[config.mk]
export PLATFORM = sky130hd
export DESIGN_NAME = fifo_pkt_writer_flat
export DESIGN_NICKNAME = d
export VERILOG_FILES = /design/src/rtl/fifo_pkt_writer_if.sv /design/src/rtl/fifo_pkt_writer.sv /design/src/flat_wrapper.sv
export SDC_FILE = /design/constraint.sdc
export NUM_CORES = 1
export LEC_CHECK = 0
export CAP_MARGIN = 15
export CORE_UTILIZATION = 28
export DETAILED_ROUTE_END_ITERATION = 8
export SLEW_MARGIN = 20
export SYNTH_ARGS = -nofsm -noshare
export SYNTH_HDL_FRONTEND = slang
export SYNTH_SLANG_ARGS = --single-unit
[constraint.sdc]
create_clock -name w_clk -period 3.2 [get_ports w_clk]
set_input_delay 0.32 -clock w_clk [delete_from_list [all_inputs] [get_ports w_clk]]
set_output_delay 0.32 -clock w_clk [all_outputs]
set_load 0.005 [all_outputs]
[src/rtl/fifo_pkt_writer_if.sv]
// Bundle between the packet writer, its upstream payload source, the control
// block and the asynchronous FIFO write port.
interface fifo_pkt_writer_if #(
  parameter int DATA_W = 8,
  parameter int LEN_W  = 4,
  parameter int CNT_W  = 8
) ();
  logic              start;
  logic [LEN_W-1:0]  pkt_len;
  // Payload handshake: a word moves on a rising w_clk edge only when
  // s_valid and s_ready are both high; s_data must stay stable while
  // s_valid is high and s_ready is low.
  logic [DATA_W-1:0] s_data;
  logic              s_valid;
  logic              s_ready;
  logic              fifo_full;
  logic              fifo_almost_full;
  logic [DATA_W-1:0] fifo_din;
  logic              fifo_w_en;
  logic              busy;
  logic              done;
  logic              start_err;
  logic [CNT_W-1:0]  pkt_count;

  // master: the writer itself; slave: upstream, control block and FIFO.
  modport master (
    input  start, pkt_len, s_data, s_valid, fifo_full, fifo_almost_full,
    output s_ready, fifo_din, fifo_w_en, busy, done, start_err, pkt_count
  );
  modport slave (
    output start, pkt_len, s_data, s_valid, fifo_full, fifo_almost_full,
    input  s_ready, fifo_din, fifo_w_en, busy, done, start_err, pkt_count
  );
endinterface

[src/rtl/fifo_pkt_writer.sv]
// Write-side packet producer for the async FIFO: one length header word,
// then the payload stream, throttled by the FIFO full/almost-full flags.
module fifo_pkt_writer #(
  parameter int DATA_W        = 8,
  parameter int LEN_W         = 4,
  parameter int HOLD_ON_AFULL = 1,
  parameter int CNT_W         = 8
) (
  input  logic              w_clk,
  input  logic              rst,
  fifo_pkt_writer_if.master bus,
  output logic [1:0]        dbg_state
);
  typedef enum logic [1:0] {
    IDLE = 2'd0,
    HDR  = 2'd1,
    PAY  = 2'd2,
    DONE = 2'd3
  } state_t;

  state_t            state;
  state_t            state_nxt;
  logic [LEN_W-1:0]  len_q;
  logic [LEN_W-1:0]  remaining;
  logic [CNT_W-1:0]  pkt_count_q;
  logic              start_err_q;
  logic              stall;
  logic              xfer;
  logic              w_en;
  logic              rdy;
  logic [DATA_W-1:0] din;

  assign stall = bus.fifo_full | ((HOLD_ON_AFULL != 0) & bus.fifo_almost_full);

  always_ff @(posedge w_clk or posedge rst) begin
    if (rst) begin
      state       <= IDLE;
      len_q       <= '0;
      remaining   <= '0;
      pkt_count_q <= '0;
      start_err_q <= 1'b0;
    end else begin
      state <= state_nxt;
      if (state == IDLE && bus.start && bus.pkt_len != '0) begin
        len_q     <= bus.pkt_len;
        remaining <= bus.pkt_len;
      end
      if (xfer) remaining <= remaining - 1'b1;
      if (state == DONE) pkt_count_q <= pkt_count_q + 1'b1;
      // A start outside IDLE is never queued; it only raises the sticky flag.
      if (state != IDLE && bus.start) start_err_q <= 1'b1;
    end
  end

  always_comb begin
    state_nxt = state;
    xfer      = 1'b0;
    w_en      = 1'b0;
    rdy       = 1'b0;
    din       = '0;
    case (state)
      IDLE: begin
        if (bus.start && bus.pkt_len != '0) state_nxt = HDR;
      end
      HDR: begin
        din  = DATA_W'(len_q);
        w_en = !stall;
        if (!stall) state_nxt = PAY;
      end
      PAY: begin
        rdy  = !stall;
        din  = bus.s_data;
        xfer = bus.s_valid & !stall;
        w_en = xfer;
        if (xfer && remaining == LEN_W'(1)) state_nxt = DONE;
      end
      DONE: begin
        state_nxt = IDLE;
      end
      default: begin
        state_nxt = IDLE;
      end
    endcase
  end

  assign bus.fifo_w_en = w_en;
  assign bus.fifo_din  = din;
  assign bus.s_ready   = rdy;
  assign bus.busy      = (state != IDLE);
  assign bus.done      = (state == DONE);
  assign bus.start_err = start_err_q;
  assign bus.pkt_count = pkt_count_q;
  assign dbg_state     = state;
endmodule
[src/flat_wrapper.sv]
// flat-port wrapper written by rule: the top's interface ports become plain ports
module fifo_pkt_writer_flat 
#(
  parameter int DATA_W        = 8,
  parameter int LEN_W         = 4,
  parameter int HOLD_ON_AFULL = 1,
  parameter int CNT_W         = 8
)
  (w_clk, rst, dbg_state, bus_start, bus_pkt_len, bus_s_data, bus_s_valid, bus_fifo_full, bus_fifo_almost_full, bus_s_ready, bus_fifo_din, bus_fifo_w_en, bus_busy, bus_done, bus_start_err, bus_pkt_count);
  fifo_pkt_writer_if #(.DATA_W(DATA_W), .LEN_W(LEN_W), .CNT_W(CNT_W)) bus_i ();
  input  logic w_clk;
  input  logic rst;
  output logic [1:0] dbg_state;
  input wire logic [$bits(bus_i.start)-1:0] bus_start;
  input wire logic [$bits(bus_i.pkt_len)-1:0] bus_pkt_len;
  input wire logic [$bits(bus_i.s_data)-1:0] bus_s_data;
  input wire logic [$bits(bus_i.s_valid)-1:0] bus_s_valid;
  input wire logic [$bits(bus_i.fifo_full)-1:0] bus_fifo_full;
  input wire logic [$bits(bus_i.fifo_almost_full)-1:0] bus_fifo_almost_full;
  output wire logic [$bits(bus_i.s_ready)-1:0] bus_s_ready;
  output wire logic [$bits(bus_i.fifo_din)-1:0] bus_fifo_din;
  output wire logic [$bits(bus_i.fifo_w_en)-1:0] bus_fifo_w_en;
  output wire logic [$bits(bus_i.busy)-1:0] bus_busy;
  output wire logic [$bits(bus_i.done)-1:0] bus_done;
  output wire logic [$bits(bus_i.start_err)-1:0] bus_start_err;
  output wire logic [$bits(bus_i.pkt_count)-1:0] bus_pkt_count;
  assign bus_i.start = bus_start;
  assign bus_i.pkt_len = bus_pkt_len;
  assign bus_i.s_data = bus_s_data;
  assign bus_i.s_valid = bus_s_valid;
  assign bus_i.fifo_full = bus_fifo_full;
  assign bus_i.fifo_almost_full = bus_fifo_almost_full;
  assign bus_s_ready = bus_i.s_ready;
  assign bus_fifo_din = bus_i.fifo_din;
  assign bus_fifo_w_en = bus_i.fifo_w_en;
  assign bus_busy = bus_i.busy;
  assign bus_done = bus_i.done;
  assign bus_start_err = bus_i.start_err;
  assign bus_pkt_count = bus_i.pkt_count;
  fifo_pkt_writer #(.DATA_W(DATA_W), .LEN_W(LEN_W), .HOLD_ON_AFULL(HOLD_ON_AFULL), .CNT_W(CNT_W)) u_core (.w_clk(w_clk), .rst(rst), .bus(bus_i), .dbg_state(dbg_state));
endmodule
Yosys cells after proc, flatten, opt, wreduce, memory -nomap -nowiden --
Cells that the tools add are included.
Storage, ports and cells: RAM bits 0, bits in latches 0, input bits 18, register bits after elaboration 19, memories 0, word-level logic and storage cells 37, ROM bits 0, output and inout port bits 23
Operators by class: eq/ne operators 7, multiplexer cells 10, reductions and logical operators 11, $add $sub $neg 2, magnitude comparators 0, multipliers 0, div/mod/pow operators 0, bitwise gates (word level) 2, shift operators 0
Operators with widths (count):
- 8-bit one-hot mux with 2 select lines | 1
- 8-bit by 1-bit adder with 8-bit output, second input constant | 1
- 4-bit 2-to-1 mux | 2
- 2-bit one-hot mux with 4 select lines | 1
- 2-bit 2-to-1 mux | 3
- 1-bit logical AND | 5
- 2-bit equality test, second input constant | 2
- 4-bit by 1-bit equality test with 1-bit output, second input constant | 1
- 2-bit != test, second input constant | 2
- 2-bit nonzero test | 2
- 4-bit nonzero test | 1
- 4-bit by 1-bit subtractor with 4-bit output, second input constant | 1
- 3-bit AND reduction | 1
- 2-bit by 1-bit equality test with 1-bit output, second input constant | 1
- 2-bit logical NOT | 1
- 1-bit 2-to-1 mux | 2
- 2-bit by 1-bit != test with 1-bit output, second input constant | 1
- 1-bit one-hot mux with 2 select lines | 1
- 1-bit AND | 1
- 1-bit logical NOT | 1
- 1-bit bitwise OR | 1

Logic depth before layout (Yosys ltp) --
depth in word-level cells 6, depth in mapped cells 7, mapped depth without buffers 6

Least setup slack after synthesis --
Ideal clock, no wire load.
path kind reg2reg, start point reg u_core.state[0], in the netlist u_core.dbg_state[0], end point reg u_core.remaining[2], period minus slack after synthesis 1577 ps, data required time 3077 ps, stages on the path, launching flop included 6, slack 1623 ps, buffers on the path 0, arrival time 1454 ps, setup time 123 ps, cells stage by stage dfrtp_1 inv_1 ha_1 nand3_2 or3b_2 o221a_2
Between the ends: cells in the longest elaborated chain, start to end 4, elaborated cells on any way between the ends 7, those cells by class 1 x eq/ne; 2 x mux; 4 x reduce/logical
Ends and longest elaborated chain:
- from (decl) | line fifo_pkt_writer.sv:21 | state_t state;
- from (signal assigned) | line fifo_pkt_writer.sv:43 | state <= state_nxt;
- 2-bit logical NOT | line fifo_pkt_writer.sv:44 | if (state == IDLE && bus.start && bus.pkt_len != '0) begin
- 1-bit logical AND (2 in series) | line fifo_pkt_writer.sv:44
- 2-bit nonzero test (no line)
- to (signal assigned) | line fifo_pkt_writer.sv:46 | remaining <= bus.pkt_len;
- to (signal assigned) | line fifo_pkt_writer.sv:48 | if (xfer) remaining <= remaining - 1'b1;
- to (decl) | line fifo_pkt_writer.sv:24 | logic [LEN_W-1:0] remaining;
Several ways; a longest one is shown, not always the timed one. A chain may end at the register's enable or synchronous reset.

Worst setup path after layout --
start point reg u_core.state[0], in the netlist u_core.dbg_state[0], end point out bus_fifo_w_en
Between the ends: cells in the longest elaborated chain, start to end 2, elaborated cells on any way between the ends 3, those cells by class 2 x eq/ne; 1 x mux
Ends and longest elaborated chain:
- 2-bit equality test / 2-bit by 1-bit equality test with 1-bit output (equally long branches) | line fifo_pkt_writer.sv:61 | case (state)
- 1-bit one-hot mux with 2 select lines * | line fifo_pkt_writer.sv:61
- to (decl) | line flat_wrapper.sv:22 | output wire logic [$bits(bus_i.fifo_w_en)-1:0] bus_fifo_w_en;
Every way passes the cells marked *; elsewhere a longest branch is shown, timed or not.

==> run metrics <==
DRT iter0 DRCs 41; Main synth FF type dfrtp_1; initial antenna violation count 0; CP startpoint kind flop; CP max-delay cell clkdlybuf4s50_1; Worst Hold Class reg2reg; Die Footprint 4070 um2; pwr dens 835 nW/um2; largest net degree at the start of global routing 20; Area Growth Syn to Fin 46.5%; Worst Path Arrival 2500 ps; RSZ-0062 raised after global routing false; dpl hpwl 1.90 mm; required time of the critical path 2880 ps; layout cells sized above 1 0.104; Slew HR 0.512; cell count after synthesis 102; gr usage total 0.131; Synth warnings 0; Max Transition Viols Final 0; hold buffers post-CTS 0; CTS buffer count 3; post-route setup slack 385 ps; nets@finish 170; clk_lat worst skew 260 ps; die height 63.8 um; Hold Violations, Final 0; routed len/inst 13.3 um; CTS tree done; RD Place Congestion 0.767; vias in the first global route 853; global route total overflow 0; I/O pins 41; syn nets 127; final worst-path cycle share 0.880; fmax 355 MHz; CP Max Fanout 12; crit-path max cell delay 540 ps; Pleak 0.666 nW; clock skew 9.87 ps; Mapped Avg Cell Area 10.5 um2; diode count 0; max-cap violations 0; Setup crit end kind primary output; CTS sink cnt 19; Vias 905; crit-path cells inv_1 -> ha_1 -> nand4bb_1 -> a21boi_0 -> clkdlybuf4s50_1; VDD IR max 0.000495 V; EDFF count, synth 0; Post-synth ARST share 1.00; Cell Rows 22; DR vias/cell 4.71; synthesis-stage register bit count 19; status finished clean; register area share after synthesis 0.444; Finish-stage setup viols 0; Port Buf Inserts 40; post_cts resized 0; Residual DRC 0; Clock Path Buffers 2; Root Driver clkbuf_8; starting density of the core 0.292; post-layout min period 2820 ps; die width 63.8 um; Cell Area, Synth 1070 um2; htree depth 1; Clock transition at path regs 80 ps; Core Region 3660 um2; setup bufs post-CTS 0; Pre-antenna DRT Iters 4; worst slack, placed 633 ps; Synth cell types 35; post-route setup TNS 0 ps; Crit Path Category reg2out; first-pass GRT wire length 4.08 mm; WL final 2.56 mm; antenna-violating nets left 0; Slew @ Worst Pin 732 ps
==> per-layer routing <==
layer / GRT usage / part of all wire / vias up
met2: 0.214 / 0.48 / 24
met5: 0 / 0 / -
met1: 0.171 / 0.48 / 437
li1: - / - / 444
met3: 0.0411 / 0.044 / 0
met4: 0.0227 / 0 / 0
==> where the power goes <==
part           switching (mW)  total [mW]  leakage [nW]  internal [mW]
logic                   0.288       0.697         0.410          0.409
clock network          0.0839       0.171        0.0255         0.0866
registers               0.101       0.441         0.231          0.340
total                   0.473        1.31         0.666          0.836
==> sequential cells by signal, summed over array words and instances (netlist names) <==
| register | count |
|---|---|
| u_core.remaining | 4 |
| u_core.bus.start_err | 1 |
| u_core.bus.pkt_count | 8 |
| u_core.len_q | 4 |
| u_core.dbg_state | 2 |
==> cell families (layout without fill, tap and decap cells) <==
kind of cell | count (synthesis) | count (layout) | synth area share
adder cells (fa/ha/maj) | 7 | 7 | 0.0819
AO/OA/AOI/OAI | 18 | 18 | 0.123
buffers and inverters | 9 | 51 | 0.0327
AND/OR/NAND/NOR | 36 | 36 | 0.195
flip-flops | 19 | 19 | 0.444
multiplexers | 6 | 6 | 0.0655
XOR/XNOR | 7 | 7 | 0.0573
==> layout by cell type (no fill, tap or decap) <==
cell type	Yosys	layout
clkdlybuf4s50_1	0	40
dfrtp_1	19	19
inv_1	7	7
ha_1	7	7
nand2_1	6	6
nor2_1	6	6
mux2_2	4	4
xnor2_1	4	4
nand4_1	4	4
a22oi_1	4	4
nor2b_1	4	4
and2_1	4	4
a21oi_1	3	3
xor2_1	3	3
nand3_1	3	3
clkbuf_8	0	3
and3_1	2	2
a21o_1	2	2
o21ai_0	2	2
or4_4	1	1
nand3_2	1	1
nand4bb_1	1	1
mux2i_1	1	1
or3b_2	1	1
o221a_2	1	1
nor3b_1	1	1
a32oi_1	1	1
a21oi_2	1	1
mux2_4	1	1
o31ai_1	1	1
or4_1	1	1
a31oi_1	1	1
a21boi_0	1	1
nor3_1	1	1
o32a_2	1	1
clkinv_2	0	1
==> cell usage after synthesis, types with 3 or more instances <==
| cell type | instances | area (um2) |
|---|---|---|
| a21oi_1 | 3 | 15.0 |
| a22oi_1 | 4 | 30.0 |
| and2_1 | 4 | 25.0 |
| dfrtp_1 | 19 | 475 |
| ha_1 | 7 | 87.6 |
| inv_1 | 7 | 26.3 |
| mux2_2 | 4 | 45.0 |
| nand2_1 | 6 | 22.5 |
| nand3_1 | 3 | 15.0 |
| nand4_1 | 4 | 25.0 |
| nor2_1 | 6 | 22.5 |
| nor2b_1 | 4 | 25.0 |
| xnor2_1 | 4 | 35.0 |
| xor2_1 | 3 | 26.3 |
==> final cells by class <==
cell class | count | area (um2)
fill | 343 | 2090
multi-input combinational | 74 | 559
sequential | 19 | 475
timing repair buffer | 40 | 400
tap | 48 | 60.1
clock buffer | 3 | 41.3
inverter | 7 | 26.3
clock inverter | 1 | 5.00
==> final timing paths <==
path | start | endpoint | slack [ps] | cells after the start
max | u_core.dbg_state[0] | bus_fifo_w_en | 380 | 5
min | u_core.bus.start_err | u_core.bus.start_err | 460 | 1
max reg2reg | u_core.dbg_state[0] | u_core.remaining[2] | 1160 | 6
min reg2reg | u_core.bus.start_err | u_core.bus.start_err | 460 | 1
max in group asynchronous | rst | u_core.bus.pkt_count[0] | 2250 | 2
min in group asynchronous | rst | u_core.bus.pkt_count[6] | 470 | 2
==> critical path, delay by kind of cell (launching register included) <==
family | cells | cell delay (ps)
buf+inv | 2 | 650
fa+ha+maj | 1 | 420
compound gates | 1 | 290
flops | 1 | 430
simple gates | 1 | 450
==> through the flow <==
stage                     area, um2  utilization  std cells  total power, mW  hold slack, ps
after floorplan                1070            -        102            0.809             271
after global placement         1520        0.416        188             1.13             442
after detailed placement       1520        0.416        188             1.15             447
after CTS                      1570        0.428        192             1.32             468
after global routing           1570        0.428        192             1.41             481
final                          1570        0.428        192             1.31             461
Note: power is estimated with default switching activity, not from simulation.
